--- config.mk ---
export PLATFORM = sky130hd
export DESIGN_NAME = uart_rx_path
export DESIGN_NICKNAME = d
export VERILOG_FILES = /design/src/rtl/uart_pkg.sv /design/src/rtl/uart_fifo.sv /design/src/rtl/uart_rx_path.sv
export SDC_FILE = /design/constraint.sdc
export NUM_CORES = 1
export LEC_CHECK = 0
export ABC_CLOCK_PERIOD_IN_PS = 2900
export BUFFER_PORTS_ARGS = -buffer_cell sky130_fd_sc_hd__buf_4
export CELL_PAD_IN_SITES_DETAIL_PLACEMENT = 1
export CELL_PAD_IN_SITES_GLOBAL_PLACEMENT = 1
export CORE_ASPECT_RATIO = 2
export CORE_MARGIN = 4
export CORE_UTILIZATION = 42
export CTS_CLUSTER_SIZE = 24
export DETAILED_ROUTE_END_ITERATION = 16
export PLACE_DENSITY = 0.73
export SLEW_MARGIN = 10
export SYNTH_ARGS = -nofsm -noshare
export SYNTH_HDL_FRONTEND = slang
export SYNTH_SLANG_ARGS = --single-unit
--- constraint.sdc ---
create_clock -name clk -period 2.9 [get_ports clk]
set_input_delay 0 -clock clk [delete_from_list [all_inputs] [get_ports clk]]
set_output_delay 0 -clock clk [all_outputs]
set_load 0.005 [all_outputs]
--- src/rtl/uart_pkg.sv ---
// Shared UART constants and helpers used by the receive and transmit paths.
package uart_pkg;

  localparam int UART_DVSR    = 54;   // 100 MHz / (16 * 115200)
  localparam int UART_DBIT    = 8;
  localparam int UART_SB_TICK = 16;
  localparam int UART_FIFO_W  = 2;

  localparam logic [7:0] WAIT_STATE_SIGNAL = 8'hFF;

  // Number of bits needed to hold the values 0..max_val.
  function automatic int cnt_width(input int max_val);
    int w;
    w = 1;
    while ((1 << w) <= max_val) w++;
    return w;
  endfunction

endpackage

--- src/rtl/uart_fifo.sv ---
// First-word-fall-through FIFO with full/empty flags; the head word is always on o_r_data.
module uart_fifo
  import uart_pkg::*;
#(
  parameter int WIDTH  = 8,
  parameter int ADDR_W = UART_FIFO_W
) (
  input  logic             clk,
  input  logic             rst,
  input  logic             i_wr,
  input  logic [WIDTH-1:0] i_w_data,
  input  logic             i_rd,
  output logic [WIDTH-1:0] o_r_data,
  output logic             o_empty,
  output logic             o_full
);

  localparam int DEPTH = 1 << ADDR_W;

  logic [WIDTH-1:0]  r_mem [DEPTH];
  logic [ADDR_W-1:0] r_wr_ptr;
  logic [ADDR_W-1:0] r_rd_ptr;
  logic [ADDR_W:0]   r_count;
  logic              w_push;
  logic              w_pop;

  // A pop frees a slot on the same edge, so a full FIFO still accepts a write.
  assign w_pop    = i_rd & ~o_empty;
  assign w_push   = i_wr & (~o_full | w_pop);
  assign o_empty  = (r_count == '0);
  assign o_full   = (r_count == (ADDR_W + 1)'(DEPTH));
  assign o_r_data = r_mem[r_rd_ptr];

  // NOTE: storage carries no reset; only pointers and count define what is valid.
  always_ff @(posedge clk) begin
    if (w_push) r_mem[r_wr_ptr] <= i_w_data;
  end

  always_ff @(posedge clk) begin
    if (!rst) begin
      r_wr_ptr <= '0;
      r_rd_ptr <= '0;
      r_count  <= '0;
    end else begin
      if (w_push) r_wr_ptr <= r_wr_ptr + 1'b1;
      if (w_pop)  r_rd_ptr <= r_rd_ptr + 1'b1;
      if (w_push && !w_pop)      r_count <= r_count + 1'b1;
      else if (w_pop && !w_push) r_count <= r_count - 1'b1;
    end
  end

endmodule

--- src/rtl/uart_rx_path.sv ---
// UART receive path: rx synchronizer, baud tick, 8N1 deframing FSM and FWFT receive FIFO.
module uart_rx_path
  import uart_pkg::*;
#(
  parameter int DVSR    = UART_DVSR,
  parameter int DBIT    = UART_DBIT,
  parameter int SB_TICK = UART_SB_TICK,
  parameter int FIFO_W  = UART_FIFO_W
) (
  input  logic            clk,
  input  logic            rst,
  input  logic            rx,
  input  logic            rd_uart,
  output logic [DBIT-1:0] r_data,
  output logic            rx_empty,
  output logic            rx_full,
  output logic            frame_err,
  output logic            rx_overrun
);

  localparam int TICK_W = cnt_width(DVSR - 1);
  localparam int N_W    = cnt_width(DBIT - 1);

  typedef enum logic [1:0] {
    ST_IDLE,
    ST_START,
    ST_DATA,
    ST_STOP
  } rx_state_t;

  logic              r_sync1;
  logic              r_rxs;
  logic [TICK_W-1:0] r_tick_cnt;
  logic              w_tick;
  rx_state_t         r_state;
  logic [3:0]        r_s;
  logic [N_W-1:0]    r_n;
  logic [DBIT-1:0]   r_b;
  logic              r_done;
  logic              r_frame_err;
  logic              r_overrun;
  logic              w_empty;
  logic              w_full;

  // Two-flop synchronizer; idles high so reset never looks like a start bit.
  always_ff @(posedge clk) begin
    if (!rst) begin
      r_sync1 <= 1'b1;
      r_rxs   <= 1'b1;
    end else begin
      r_sync1 <= rx;
      r_rxs   <= r_sync1;
    end
  end

  assign w_tick = (r_tick_cnt == TICK_W'(DVSR - 1));

  always_ff @(posedge clk) begin
    if (!rst)        r_tick_cnt <= '0;
    else if (w_tick) r_tick_cnt <= '0;
    else             r_tick_cnt <= r_tick_cnt + 1'b1;
  end

  // NOTE: all state and outputs use <= so every branch sees pre-edge values.
  always_ff @(posedge clk) begin
    if (!rst) begin
      r_state     <= ST_IDLE;
      r_s         <= '0;
      r_n         <= '0;
      r_b         <= '0;
      r_done      <= 1'b0;
      r_frame_err <= 1'b0;
    end else begin
      r_done      <= 1'b0;
      r_frame_err <= 1'b0;
      unique case (r_state)
        ST_IDLE: begin
          if (!r_rxs) begin
            r_state <= ST_START;
            r_s     <= '0;
          end
        end
        ST_START: begin
          if (w_tick) begin
            if (r_s == 4'd7) begin
              // A line that is high again at mid-start-bit was a glitch.
              if (!r_rxs) begin
                r_state <= ST_DATA;
                r_s     <= '0;
                r_n     <= '0;
              end else begin
                r_state <= ST_IDLE;
              end
            end else begin
              r_s <= r_s + 1'b1;
            end
          end
        end
        ST_DATA: begin
          if (w_tick) begin
            if (r_s == 4'd15) begin
              r_b <= {r_rxs, r_b[DBIT-1:1]};
              r_s <= '0;
              if (r_n == N_W'(DBIT - 1)) r_state <= ST_STOP;
              else                       r_n     <= r_n + 1'b1;
            end else begin
              r_s <= r_s + 1'b1;
            end
          end
        end
        ST_STOP: begin
          if (w_tick) begin
            if (r_s == 4'(SB_TICK - 1)) begin
              if (r_rxs) r_done      <= 1'b1;
              else       r_frame_err <= 1'b1;
              r_state <= ST_IDLE;
            end else begin
              r_s <= r_s + 1'b1;
            end
          end
        end
        default: r_state <= ST_IDLE;
      endcase
    end
  end

  // A completed byte is lost only when the FIFO is full and nothing is popped that edge.
  always_ff @(posedge clk) begin
    if (!rst) r_overrun <= 1'b0;
    else      r_overrun <= r_done & w_full & ~rd_uart;
  end

  uart_fifo #(
    .WIDTH  (DBIT),
    .ADDR_W (FIFO_W)
  ) u_rx_fifo (
    .clk      (clk),
    .rst      (rst),
    .i_wr     (r_done),
    .i_w_data (r_b),
    .i_rd     (rd_uart),
    .o_r_data (r_data),
    .o_empty  (w_empty),
    .o_full   (w_full)
  );

  assign rx_empty   = w_empty;
  assign rx_full    = w_full;
  assign frame_err  = r_frame_err;
  assign rx_overrun = r_overrun;

endmodule
==> flow_metrics.py, run 1 <==
metrics = {
    "synth": {
        "synth_top_area_share_pct": 32.9,
        "syn_nets": 253,
        "synthArstFlopShare_pct": 0,
        "synthFlopType": "dfxtp_1",
        "synth-edff-count": 32,
        "synth-seq-cells": 69,
        "synth_largest_area_cell": "edfxtp_1",
        "synthXorXnorAreaFrac_pct": 3.00,
        "synth_compound_area_share_pct": 8.44,
        "synth_area_sq_um": 2920,
        "yosys-top-cells-area": "edfxtp_1 (33%), dfxtp_1 (25%), mux4_2 (6.2%)",
        "synth_cells": 238,
        "synthMuxAreaShare_pct": 7.20,
        "ys_seq_area_share_pct": 58.3,
        "synth_fa_ha_area_share_pct": 4.97,
        "yosysUniqueCellTypes": 48,
        "syn_avg_cell_area_sq_um": 12.3,
        "synth_top_family_by_area": "simple AND/OR/NAND/NOR gates",
        "synth.yosys.warnings": 0,
        "yosys.area_share.simple_pct": 15.8,
    },
    "power_and_ir_drop": {
        "pwr-share-clk_pct": 46.0,
        "leakagePower_nw": 1.19,
        "sequentialPowerShare_pct": 44.1,
        "peakVddDrop_uv": 490,
        "powerDensity_nw_per_um2": 717,
        "p_int_mw": 1.94,
        "switching_share_pct": 21.4,
        "p_switching_uw": 529,
        "power_frac_comb_pct": 9.9,
    },
    "global_routing": {
        "grt_pass1_wl_um": 9430,
        "grt_antenna_before_repair": 0,
        "grt_overflow": 0,
        "busiest_layer": "met2",
        "met1_usage_pct": 14.4,
        "grt_pass1_vias": 1946,
        "grt_max_degree": 33,
        "grt.total_usage_pct": 15.2,
        "grtUsageMet2_pct": 28.7,
        "grt.met3_usage_pct": 4.37,
    },
    "sta": {
        "max_freq_ghz": 0.452,
        "setup_slack_ps": 687,
        "setup_viol": 0,
        "finalCriticalPeriod_ps": 2210,
        "setup-tns-final_ps": 0,
        "hold_viol": 0,
        "maxSlewViolCount": 0,
        "rsz0062_at_grt": "no",
        "period_share_pct": 76.3,
        "worst_pin_slew_ps": 544,
        "relSlewSlack_pct": 63.7,
        "fin_worst_skew_ps": 6.18,
    },
    "clock_tree": {
        "clk_pin_slew_ps": 50,
        "cts.sinks": 69,
        "clk_path_buf_depth": 2,
        "post_cts_buffers": 0,
        "cts_hold_buf": 1,
        "cts_made_buffers": 9,
        "htreeDepth": 3,
        "cts_tree": "done",
        "root_buffer": "clkbuf_16",
        "cts_resized": 0,
        "clk_latency_ps": 330,
    },
    "routing": {
        "wl_per_cell_um": 15.8,
        "drcViolationCount": 0,
        "dr.pass1.iters": 3,
        "routed_via_density": 5.11,
        "postRouteAntennaNets": 0,
        "wirelength_um": 5530,
        "drt-initial-drc-count": 44,
        "num_vias": 1787,
    },
    "status": {
        "status": "complete, no violations",
    },
    "layout": {
        "areaGrowthSynthToFinish_pct": 17.8,
        "final_layout_size_suffix_gt1_share_pct": 19.1,
        "diodes": 0,
        "fillCellCount": 722,
        "finalNetCount": 272,
    },
    "floorplanning": {
        "die_h_um": 126,
        "fp.dieArea_sq_um": 8430,
        "initial_utilization_pct": 43.8,
        "io_pins": 16,
        "die_w_um": 67.0,
        "core_area_sq_um": 6670,
        "rows": 42,
    },
    "placement": {
        "gp_congestion": 0.714,
        "pre_cts_ws_ps": 719,
        "dp_hpwl_um": 4050,
        "portBuffers": 15,
    },
    "worst_hold_path": {
        "holdPathStages": 2,
        "hold_path_end": "r_sync1$_SDFF_PN1_",
        "holdCritStartpoint": "rst",
        "min_path_type": "input pin to register",
    },
    "critical_path": {
        "rrSetupSlack_ps": 690,
        "worst-path-max-fanout": 4,
        "r2r-start": "u_rx_fifo.r_count[0]$_SDFFE_PN0P_",
        "worst-setup-path-type": "register to register",
        "start_kind": "register",
        "reg2reg_to": "u_rx_fifo.r_count[2]$_SDFFE_PN0P_",
        "crit_arrival_ps": 2450,
        "required_ps": 3140,
        "r2r_cells": 9,
        "worstSetupEndpointType": "register",
    },
    "run": {
        "maxCapViolCount": 0,
    },
}
[Yosys cell counts, drive strengths merged (2+ instances only)]
cell	n
dfxtp	37
edfxtp	32
nand2	28
nor2	13
a21boi	11
and2	10
ha	10
nor2b	9
mux4	8
inv	7
nand2b	7
nand3	7
xnor2	7
buf	6
o21ai	6
clkbuf	4
a21oi	3
and3	3
mux2i	3
xor2	3
a211oi	2
nand4	2
nor3	2
o31ai	2
or3	2
[flip-flops by register name (all words and copies together), names as in the netlist, 2 cells and up, named ones only]
register,flops
r_n,3
r_s,4
r_b,8
u_rx_fifo.r_count,3
u_rx_fifo.r_mem,32
u_rx_fifo.r_wr_ptr,2
r_tick_cnt,6
u_rx_fifo.r_rd_ptr,2
[cell families (layout without fill, tap and decap cells)]
kind of cell | count (synthesis) | in the layout
AO/OA/AOI/OAI | 32 | 32
XOR/XNOR | 10 | 10
adder cells (fa/ha/maj) | 11 | 11
buffers and inverters | 17 | 41
flip-flops | 69 | 69
multiplexers | 11 | 11
AND/OR/NAND/NOR | 88 | 88
[per-layer routing]
metal	part of all wire, %	up-vias
met4	1.9	0
met1	34	879
met2	62	16
met3	2.4	8
li1	-	884
met5	0	-
[layout make-up]
cell class                 instances  area [sq um]  share of cell area (%)
sequential                        69          1700                    49.5
multi-input combinational        152          1150                    33.4
clock buffer                       9           225                    6.55
timing repair buffer              18           138                    4.00
tap                               88           110                    3.20
clock inverter                     7          90.1                    2.62
inverter                           7          26.3                   0.764
[power by group through the flow]
stage,logic (mW),registers (mW),clock network [mW]
floorplan,0.180,1.08,0
global placement,0.240,1.11,0
detailed placement,0.247,1.11,0
CTS,0.251,1.09,1.17
global route,0.278,1.09,1.21
finish,0.244,1.09,1.14
[critical path: stages, from the launching register on]
cell      delay (ps)
dfxtp_1          410
nor3b_1          100
nor2b_1          150
nor2b_1          170
ha_1             220
inv_1             70
fa_1             370
xor2_1           160
or3_1            300
a21boi_0         180
[cell usage in the layout (no fill, tap or decap), types with 3 or more instances in the layout]
| cell type | count |
|---|---|
| xor2_1 | 3 |
| nor2_1 | 13 |
| nand2_1 | 27 |
| dfxtp_1 | 37 |
| ha_1 | 10 |
| mux4_2 | 8 |
| mux2i_1 | 3 |
| buf_4 | 17 |
| nand2b_1 | 7 |
| clkbuf_16 | 9 |
| inv_1 | 7 |
| clkinv_2 | 3 |
| o21ai_0 | 5 |
| xnor2_1 | 7 |
| a21boi_0 | 9 |
| edfxtp_1 | 32 |
| and2_1 | 10 |
| nand3_1 | 6 |
| nor2b_1 | 9 |
[through the flow]
stage               instances  total power [mW]  hold WS [ps]  util, %  instance area [sq um]
floorplan                 238              1.26           101        -                   2920
global placement          333              1.35           184     46.7                   3120
detailed placement        333              1.36           190     46.7                   3120
CTS                       350              2.51          19.0     51.6                   3440
global route              350              2.58          25.9     51.6                   3440
finish                    350              2.47          21.3     51.6                   3440
[worst max path at each step]
stage	from	to	depth (start not counted)
5_1_grt	u_rx_fifo.r_count[0]$_SDFFE_PN0P_	u_rx_fifo.r_count[2]$_SDFFE_PN0P_	9
3_3_place_gp	u_rx_fifo.r_count[0]$_SDFFE_PN0P_	u_rx_fifo.r_count[2]$_SDFFE_PN0P_	8
2_1_floorplan	u_rx_fifo.r_count[0]$_SDFFE_PN0P_	u_rx_fifo.r_count[2]$_SDFFE_PN0P_	10
4_1_cts	u_rx_fifo.r_count[0]$_SDFFE_PN0P_	u_rx_fifo.r_count[2]$_SDFFE_PN0P_	9
6_report	u_rx_fifo.r_count[0]$_SDFFE_PN0P_	u_rx_fifo.r_count[2]$_SDFFE_PN0P_	9
3_5_place_dp	u_rx_fifo.r_count[0]$_SDFFE_PN0P_	u_rx_fifo.r_count[2]$_SDFFE_PN0P_	9
Note: power is estimated with default switching activity, not from simulation.
==> run 2, diff against run 1 <==
ABC_AREA = 1   (was default)
ABC_CLOCK_PERIOD_IN_PS = 1900   (was 2900)
PLACE_DENSITY = 0.79   (was 0.73)
clock period = 1.9 ns   (was 2.9 ns; I/O delays follow)
==> run 2 against run 1 <==
Net effect: sequential cell count unchanged; via count up 21%; total power up 79%; utilization up 1.4 points; sequential power up 57%; largest cell class unchanged; highest routed layer unchanged.
==> flow_metrics.py, run 2 <==
metrics = {
    "clock_tree": {
        "htreeDepth": 3,
        "root_buffer": "clkbuf_16",
        "cts_made_buffers": 9,
        "clk_pin_slew_ps": 50,
        "cts.sinks": 69,
        "clk_path_buf_depth": 2,
        "clk_latency_ps": 330,
        "cts_tree": "done",
    },
    "placement": {
        "pre_cts_ws_ps": -14.9,
        "dp_hpwl_um": 4570,
        "gp_congestion": 0.775,
        "portBuffers": 15,
        "dp_cells": 411,
    },
    "critical_path": {
        "worstSetupEndpointType": "register",
        "crit_arrival_ps": 2070,
        "crit_start": "u_rx_fifo.r_count[2]$_SDFFE_PN0P_",
        "critical-path-slowest-cell": "fa_2",
        "cp_cell_sequence": "inv_2, nor3_4, nand2_2, nand2_2, inv_1, ha_1, inv_2, fa_2, o21ai_2, a21oi_1",
        "worst-setup-path-type": "register to register",
        "required_ps": 2110,
        "worst-path-max-fanout": 3,
        "cp.buffers_inverters": 3,
        "r2r-start": "u_rx_fifo.r_count[2]$_SDFFE_PN0P_",
        "max_stage_delay_ps": 440,
        "path_delay_family": "adder cells",
        "start_kind": "register",
    },
    "status": {
        "status": "complete, no violations",
    },
    "layout": {
        "mostFrequentLayoutCell": "nor2_1",
        "final_layout_size_suffix_gt1_share_pct": 16.3,
        "layout_common_cells": "nor2_1 (67), nand2_1 (37), inv_1 (34), dfxtp_1 (34), edfxtp_1 (32)",
        "areaGrowthSynthToFinish_pct": 22.5,
        "regMostFlops": "u_rx_fifo.r_mem",
        "largest_reg_flops": 32,
        "diodes": 0,
        "finalNetCount": 354,
        "largest_registers": "u_rx_fifo.r_mem x32, r_b x8, r_tick_cnt x6",
        "fin_cells": 432,
        "fillCellCount": 791,
    },
    "synth": {
        "syn_avg_cell_area_sq_um": 9.32,
        "yosysMostFrequentCell": "nor2_1",
        "synth.yosys.warnings": 0,
        "synthFlopType": "dfxtp_1",
        "syn_nets": 322,
        "synth_top_area_share_pct": 33.6,
        "synthArstFlopShare_pct": 0,
        "synth_cells": 307,
        "ys_seq_area_share_pct": 59.4,
        "yosys-top-cells-area": "edfxtp_1 (34%), dfxtp_1 (26%), nor2_1 (8.8%)",
        "synth-edff-count": 32,
        "yosysUniqueCellTypes": 26,
        "synth_largest_area_cell": "edfxtp_1",
        "netlist_top_cells_count": "nor2_1 (67), nand2_1 (38), dfxtp_1 (37)",
        "synth-seq-cells": 69,
        "synth_area_sq_um": 2860,
    },
    "worst_hold_path": {
        "min_path_type": "input pin to register",
        "holdCritStartpoint": "rst",
    },
    "power_and_ir_drop": {
        "finalPower_mw": 4.42,
        "leakagePower_nw": 1.52,
        "powerDensity_nw_per_um2": 1260,
        "peakVddDrop_uv": 579,
    },
    "sta": {
        "rsz0062_at_grt": "yes",
        "setup-tns-final_ps": 0,
        "finalCriticalPeriod_ps": 1870,
        "period_share_pct": 98.2,
        "maxSlewViolCount": 0,
        "setup_viol": 0,
        "relSlewSlack_pct": 45.3,
        "fin_worst_skew_ps": 4.96,
        "setup_slack_ps": 34.0,
        "hold_viol": 0,
        "worst_pin_slew_ps": 817,
        "max_freq_ghz": 0.536,
    },
    "global_routing": {
        "grt_pass1_vias": 2296,
        "grt_overflow": 0,
        "grt_pass1_wl_um": 10500,
        "grt.total_usage_pct": 16.9,
        "grt_antenna_before_repair": 0,
        "grt_max_degree": 25,
    },
    "routing": {
        "num_vias": 2166,
        "drt-initial-drc-count": 43,
        "wirelength_um": 6350,
        "dr.pass1.iters": 4,
        "postRouteAntennaNets": 0,
        "wl_per_cell_um": 14.7,
        "routed_via_density": 5.01,
        "drcViolationCount": 0,
    },
    "floorplanning": {
        "initial_utilization_pct": 43.2,
        "core_area_sq_um": 6620,
        "io_pins": 16,
        "die_h_um": 125,
        "die_w_um": 66.4,
        "fp.dieArea_sq_um": 8280,
        "rows": 42,
    },
    "run": {
        "maxCapViolCount": 0,
    },
}
[run 2: changes by cell type in the layout (fill, tap and decap cells not counted), moves of 9 or more]
cell and delta:
nor2_1 +54, inv_1 +27, o21ai_0 +25, a21oi_1 +12, and2_1 -10, nand2_1 +10, a21boi_0 -9, nor2b_1 -9
[run 2: cells by family (layout without fill, tap and decap cells)]
family                     Yosys count  in the layout  share of synthesized area [%]
buffers and inverters               40             77                           5.29
xor gates and xnor gates             4              4                           1.22
AOI/OAI and AO/OA                   57             57                           10.4
adders and majority gates           11             11                           5.07
and+or+nand+nor                    126            126                           18.6
DFF                                 69             69                           59.4
[run 2: routing by layer]
| metal | routed length (um) | track usage [%] | up-vias |
|---|---|---|---|
| met2 | 3920 | 33.6 | 20 |
| met3 | 109 | 2.98 | 14 |
| li1 | - | - | 1075 |
| met4 | 183 | 9.46 | 0 |
| met5 | 0 | 0 | - |
| met1 | 2140 | 14.5 | 1057 |
[run 2: tightest hold or removal path: cells and delay by family]
family | cells | cell delay (ps)
buffers and inverters | 1 | 190
AND/OR/NAND/NOR | 2 | 120
[run 2: repair_timing]
| action | 4_1_cts | 5_1_grt |
|---|---|---|
| gates cloned | 0 | 0 |
| pin swaps | 0 | 6 |
| resized for setup | 1 | 14 |
| endpoints found under the hold margin | 2 | 0 |
| endpoints found under the setup margin | 1 | 10 |
| buffers inserted | 0 | 3 |
| hold buffers | 2 | 0 |
[run 2: worst paths after layout]
| kind | endpoint | slack, ps | cells after the start |
|---|---|---|---|
| worst min-delay path | r_s[0]$_SDFFE_PN0P_ | 30 | 3 |
| worst max-delay path | u_rx_fifo.r_count[1]$_SDFFE_PN0P_ | 30 | 10 |
| worst max register to register | u_rx_fifo.r_count[1]$_SDFFE_PN0P_ | 30 | 10 |
| worst min register to register | r_rxs$_SDFF_PN1_ | 420 | 1 |
[run 2: power breakdown]
group	internal, mW	switching [mW]	total (mW)
combinational	0.431	0.494	0.925
clock	1.18	0.603	1.78
sequential	1.63	0.0873	1.71
[run 2: through the flow]
stage,util [%],hold WS (ps),cell area (sq um)
final,53.0,29.0,3510
after global routing,53.0,48.4,3510
after CTS,52.2,25.4,3460
after detailed placement,46.9,192,3110
after global placement,46.9,190,3110
after floorplan,-,107,2860
[run 2: cell type report]
| type | count | area, sq um | area share, % |
|---|---|---|---|
| flip-flops and latches | 69 | 1710 | 48.6 |
| multi-input cells | 198 | 1040 | 29.6 |
| clock buffers | 10 | 239 | 6.81 |
| repair buffers | 25 | 193 | 5.49 |
| inverters | 36 | 135 | 3.85 |
| well taps | 88 | 110 | 3.14 |
| clock inverters | 6 | 86.3 | 2.46 |
==> run 3, diff against run 2 <==
ABC_CLOCK_PERIOD_IN_PS = 1600   (was 1900)
BUFFER_PORTS_ARGS = default   (was -buffer_cell sky130_fd_sc_hd__buf_4)
DONT_BUFFER_PORTS = 1   (was default)
PLACE_DENSITY = 0.76   (was 0.79)
clock period = 1.6 ns   (was 1.9 ns; I/O delays follow)
==> run 3 against run 2 <==
Net effect: global-route usage shrank 0.097 points; sequential share of layout area shrank 1.4 points; fmax grew 6.5%; critical path type unchanged; final cell count grew 0.46%; the run now ends with negative hold slack, negative setup slack left.
==> flow_metrics.py, run 3 (synthesis gave the netlist of run 2 again) <==
metrics = {
    "power_and_ir_drop": {
        "pwr-share-clk_pct": 36.0,
        "sequentialPowerShare_pct": 40.0,
        "power_frac_comb_pct": 24.0,
        "peakVddDrop_uv": 795,
        "leakagePower_nw": 1.51,
        "switching_share_pct": 28.2,
        "p_int_mw": 3.72,
        "powerDensity_nw_per_um2": 1430,
        "p_switching_mw": 1.46,
        "finalPower_mw": 5.18,
    },
    "routing": {
        "drt-initial-drc-count": 51,
        "num_vias": 2181,
        "routed_via_density": 5.03,
        "dr.pass1.iters": 4,
        "postRouteAntennaNets": 0,
        "drcViolationCount": 0,
        "wirelength_um": 6760,
        "wl_per_cell_um": 15.6,
    },
    "sta": {
        "finalCriticalPeriod_ps": 1750,
        "worst_pin_slew_ps": 429,
        "setup_viol": 2,
        "period_share_pct": 110,
        "setup_slack_ps": -153,
        "hold_viol": 30,
        "max_freq_ghz": 0.571,
        "holdWs_ps": -204,
        "rsz0062_at_grt": "yes",
        "maxSlewViolCount": 0,
        "relSlewSlack_pct": 71.4,
        "fin_worst_skew_ps": 6.16,
    },
    "status": {
        "status": "complete, but fails checks",
        "violations": "negative hold slack, negative setup slack",
    },
    "clock_tree": {
        "cts.sinks": 69,
        "cts_made_buffers": 9,
        "cts_tree": "done",
        "root_buffer": "clkbuf_16",
        "clk_path_buf_depth": 2,
        "clk_latency_ps": 330,
        "cts_hold_buf": 5,
        "htreeDepth": 3,
        "clk_pin_slew_ps": 50,
    },
    "critical_path": {
        "worst-path-max-fanout": 3,
        "start_kind": "register",
        "worst-setup-path-type": "register to register",
        "worstSetupEndpointType": "register",
        "crit_arrival_ps": 1960,
        "required_ps": 1810,
    },
    "layout": {
        "finalNetCount": 356,
        "seq_area_sq_um": 1710,
        "areaGrowthSynthToFinish_pct": 26.7,
        "multiInputGateArea_sq_um": 1150,
        "regMostFlops": "u_rx_fifo.r_mem",
        "largest_reg_flops": 32,
        "diodes": 0,
        "mostFrequentLayoutCell": "nor2_1",
        "final_layout_size_suffix_gt1_share_pct": 22.5,
        "layout_common_cells": "nor2_1 (58), nand2_1 (35), dfxtp_1 (32), edfxtp_1 (32), inv_1 (30)",
        "largest_registers": "u_rx_fifo.r_mem x32, r_b x8, r_tick_cnt x6",
        "fillCellCount": 761,
    },
    "global_routing": {
        "grt_max_degree": 25,
        "grt_pass1_vias": 2240,
        "grt_antenna_before_repair": 0,
        "grt_pass1_wl_um": 10400,
        "grt.total_usage_pct": 16.8,
        "grt_overflow": 0,
    },
    "floorplanning": {
        "die_h_um": 125,
        "core_area_sq_um": 6620,
        "die_w_um": 66.4,
        "io_pins": 16,
        "initial_utilization_pct": 43.2,
        "rows": 42,
        "fp.dieArea_sq_um": 8280,
    },
    "placement": {
        "portBuffers": 0,
        "gp_congestion": 0.765,
        "pre_cts_ws_ps": -207,
        "dp_hpwl_um": 4330,
    },
    "run": {
        "maxCapViolCount": 0,
    },
    "worst_hold_path": {
        "min_path_type": "input pin to register",
    },
}
[run 3: repair_timing]
| item | CTS | global route |
|---|---|---|
| setup buffers | 7 | 5 |
| pin swaps | 10 | 8 |
| hold endpoints to repair | 37 | 28 |
| setup endpoints to repair | 36 | 22 |
| resized for setup | 13 | 26 |
[run 3: area by class of cell]
cell class	count	area share [%]
Inverter	36	3.72
Sequential cell	69	47.2
Tap cell	88	3.03
Clock inverter	5	1.41
Multi-Input combinational cell	198	31.8
Timing Repair Buffer	27	6.38
Clock buffer	11	6.41
[run 3: per-stage QoR]
step	area [sq um]	hold slack (ps)	utilization (%)	setup TNS [ps]	std cells
2_1_floorplan	2910	107	-	-300	307
3_3_place_gp	3100	108	46.8	-2040	402
3_5_place_dp	3100	110	46.8	-4830	402
4_1_cts	3510	-211	53.1	-234	430
5_1_grt	3630	-202	54.8	-490	434
6_report	3630	-204	54.8	-304	434
[run 3: metal layers]
layer  routed length [um]  GRT usage [%]  share of wire (%)
met1                 2270           14.5                 34
met2                 4160           33.6                 62
met3                  169           3.43                2.5
met4                  154           8.14                2.3
met5                    0              0                  0
[run 3: critical path, cell delays in order, from the launching register on]
cell,delay [ps]
dfxtp_4,360
nor3_4,220
nor2_2,70
inv_2,70
ha_4,120
inv_2,40
fa_2,370
a21oi_2,140
o21ai_2,70
o21ai_1,110
a21oi_1,50
[run 3: path summary, 6_finish.rpt]
path                                startpoint                                end  slack, ps  cells past startpoint
min                                        rst                r_s[2]$_SDFFE_PN0P_       -200                      2
min reg2reg                 r_sync1$_SDFF_PN1_                   r_rxs$_SDFF_PN1_        410                      1
max          u_rx_fifo.r_count[0]$_SDFFE_PN0P_  u_rx_fifo.r_count[2]$_SDFFE_PN0P_       -150                     10
max reg2reg  u_rx_fifo.r_count[0]$_SDFFE_PN0P_  u_rx_fifo.r_count[2]$_SDFFE_PN0P_       -150                     10
[run 3: power groups by stage]
stage / Combinational, mW / Sequential (mW) / Clock [mW]
floorplan: 0.630 / 2.08 / 0
global placement: 0.899 / 2.08 / 0
detailed placement: 0.948 / 2.09 / 0
CTS: 1.10 / 2.05 / 1.91
global route: 1.35 / 2.08 / 1.97
finish: 1.24 / 2.07 / 1.86
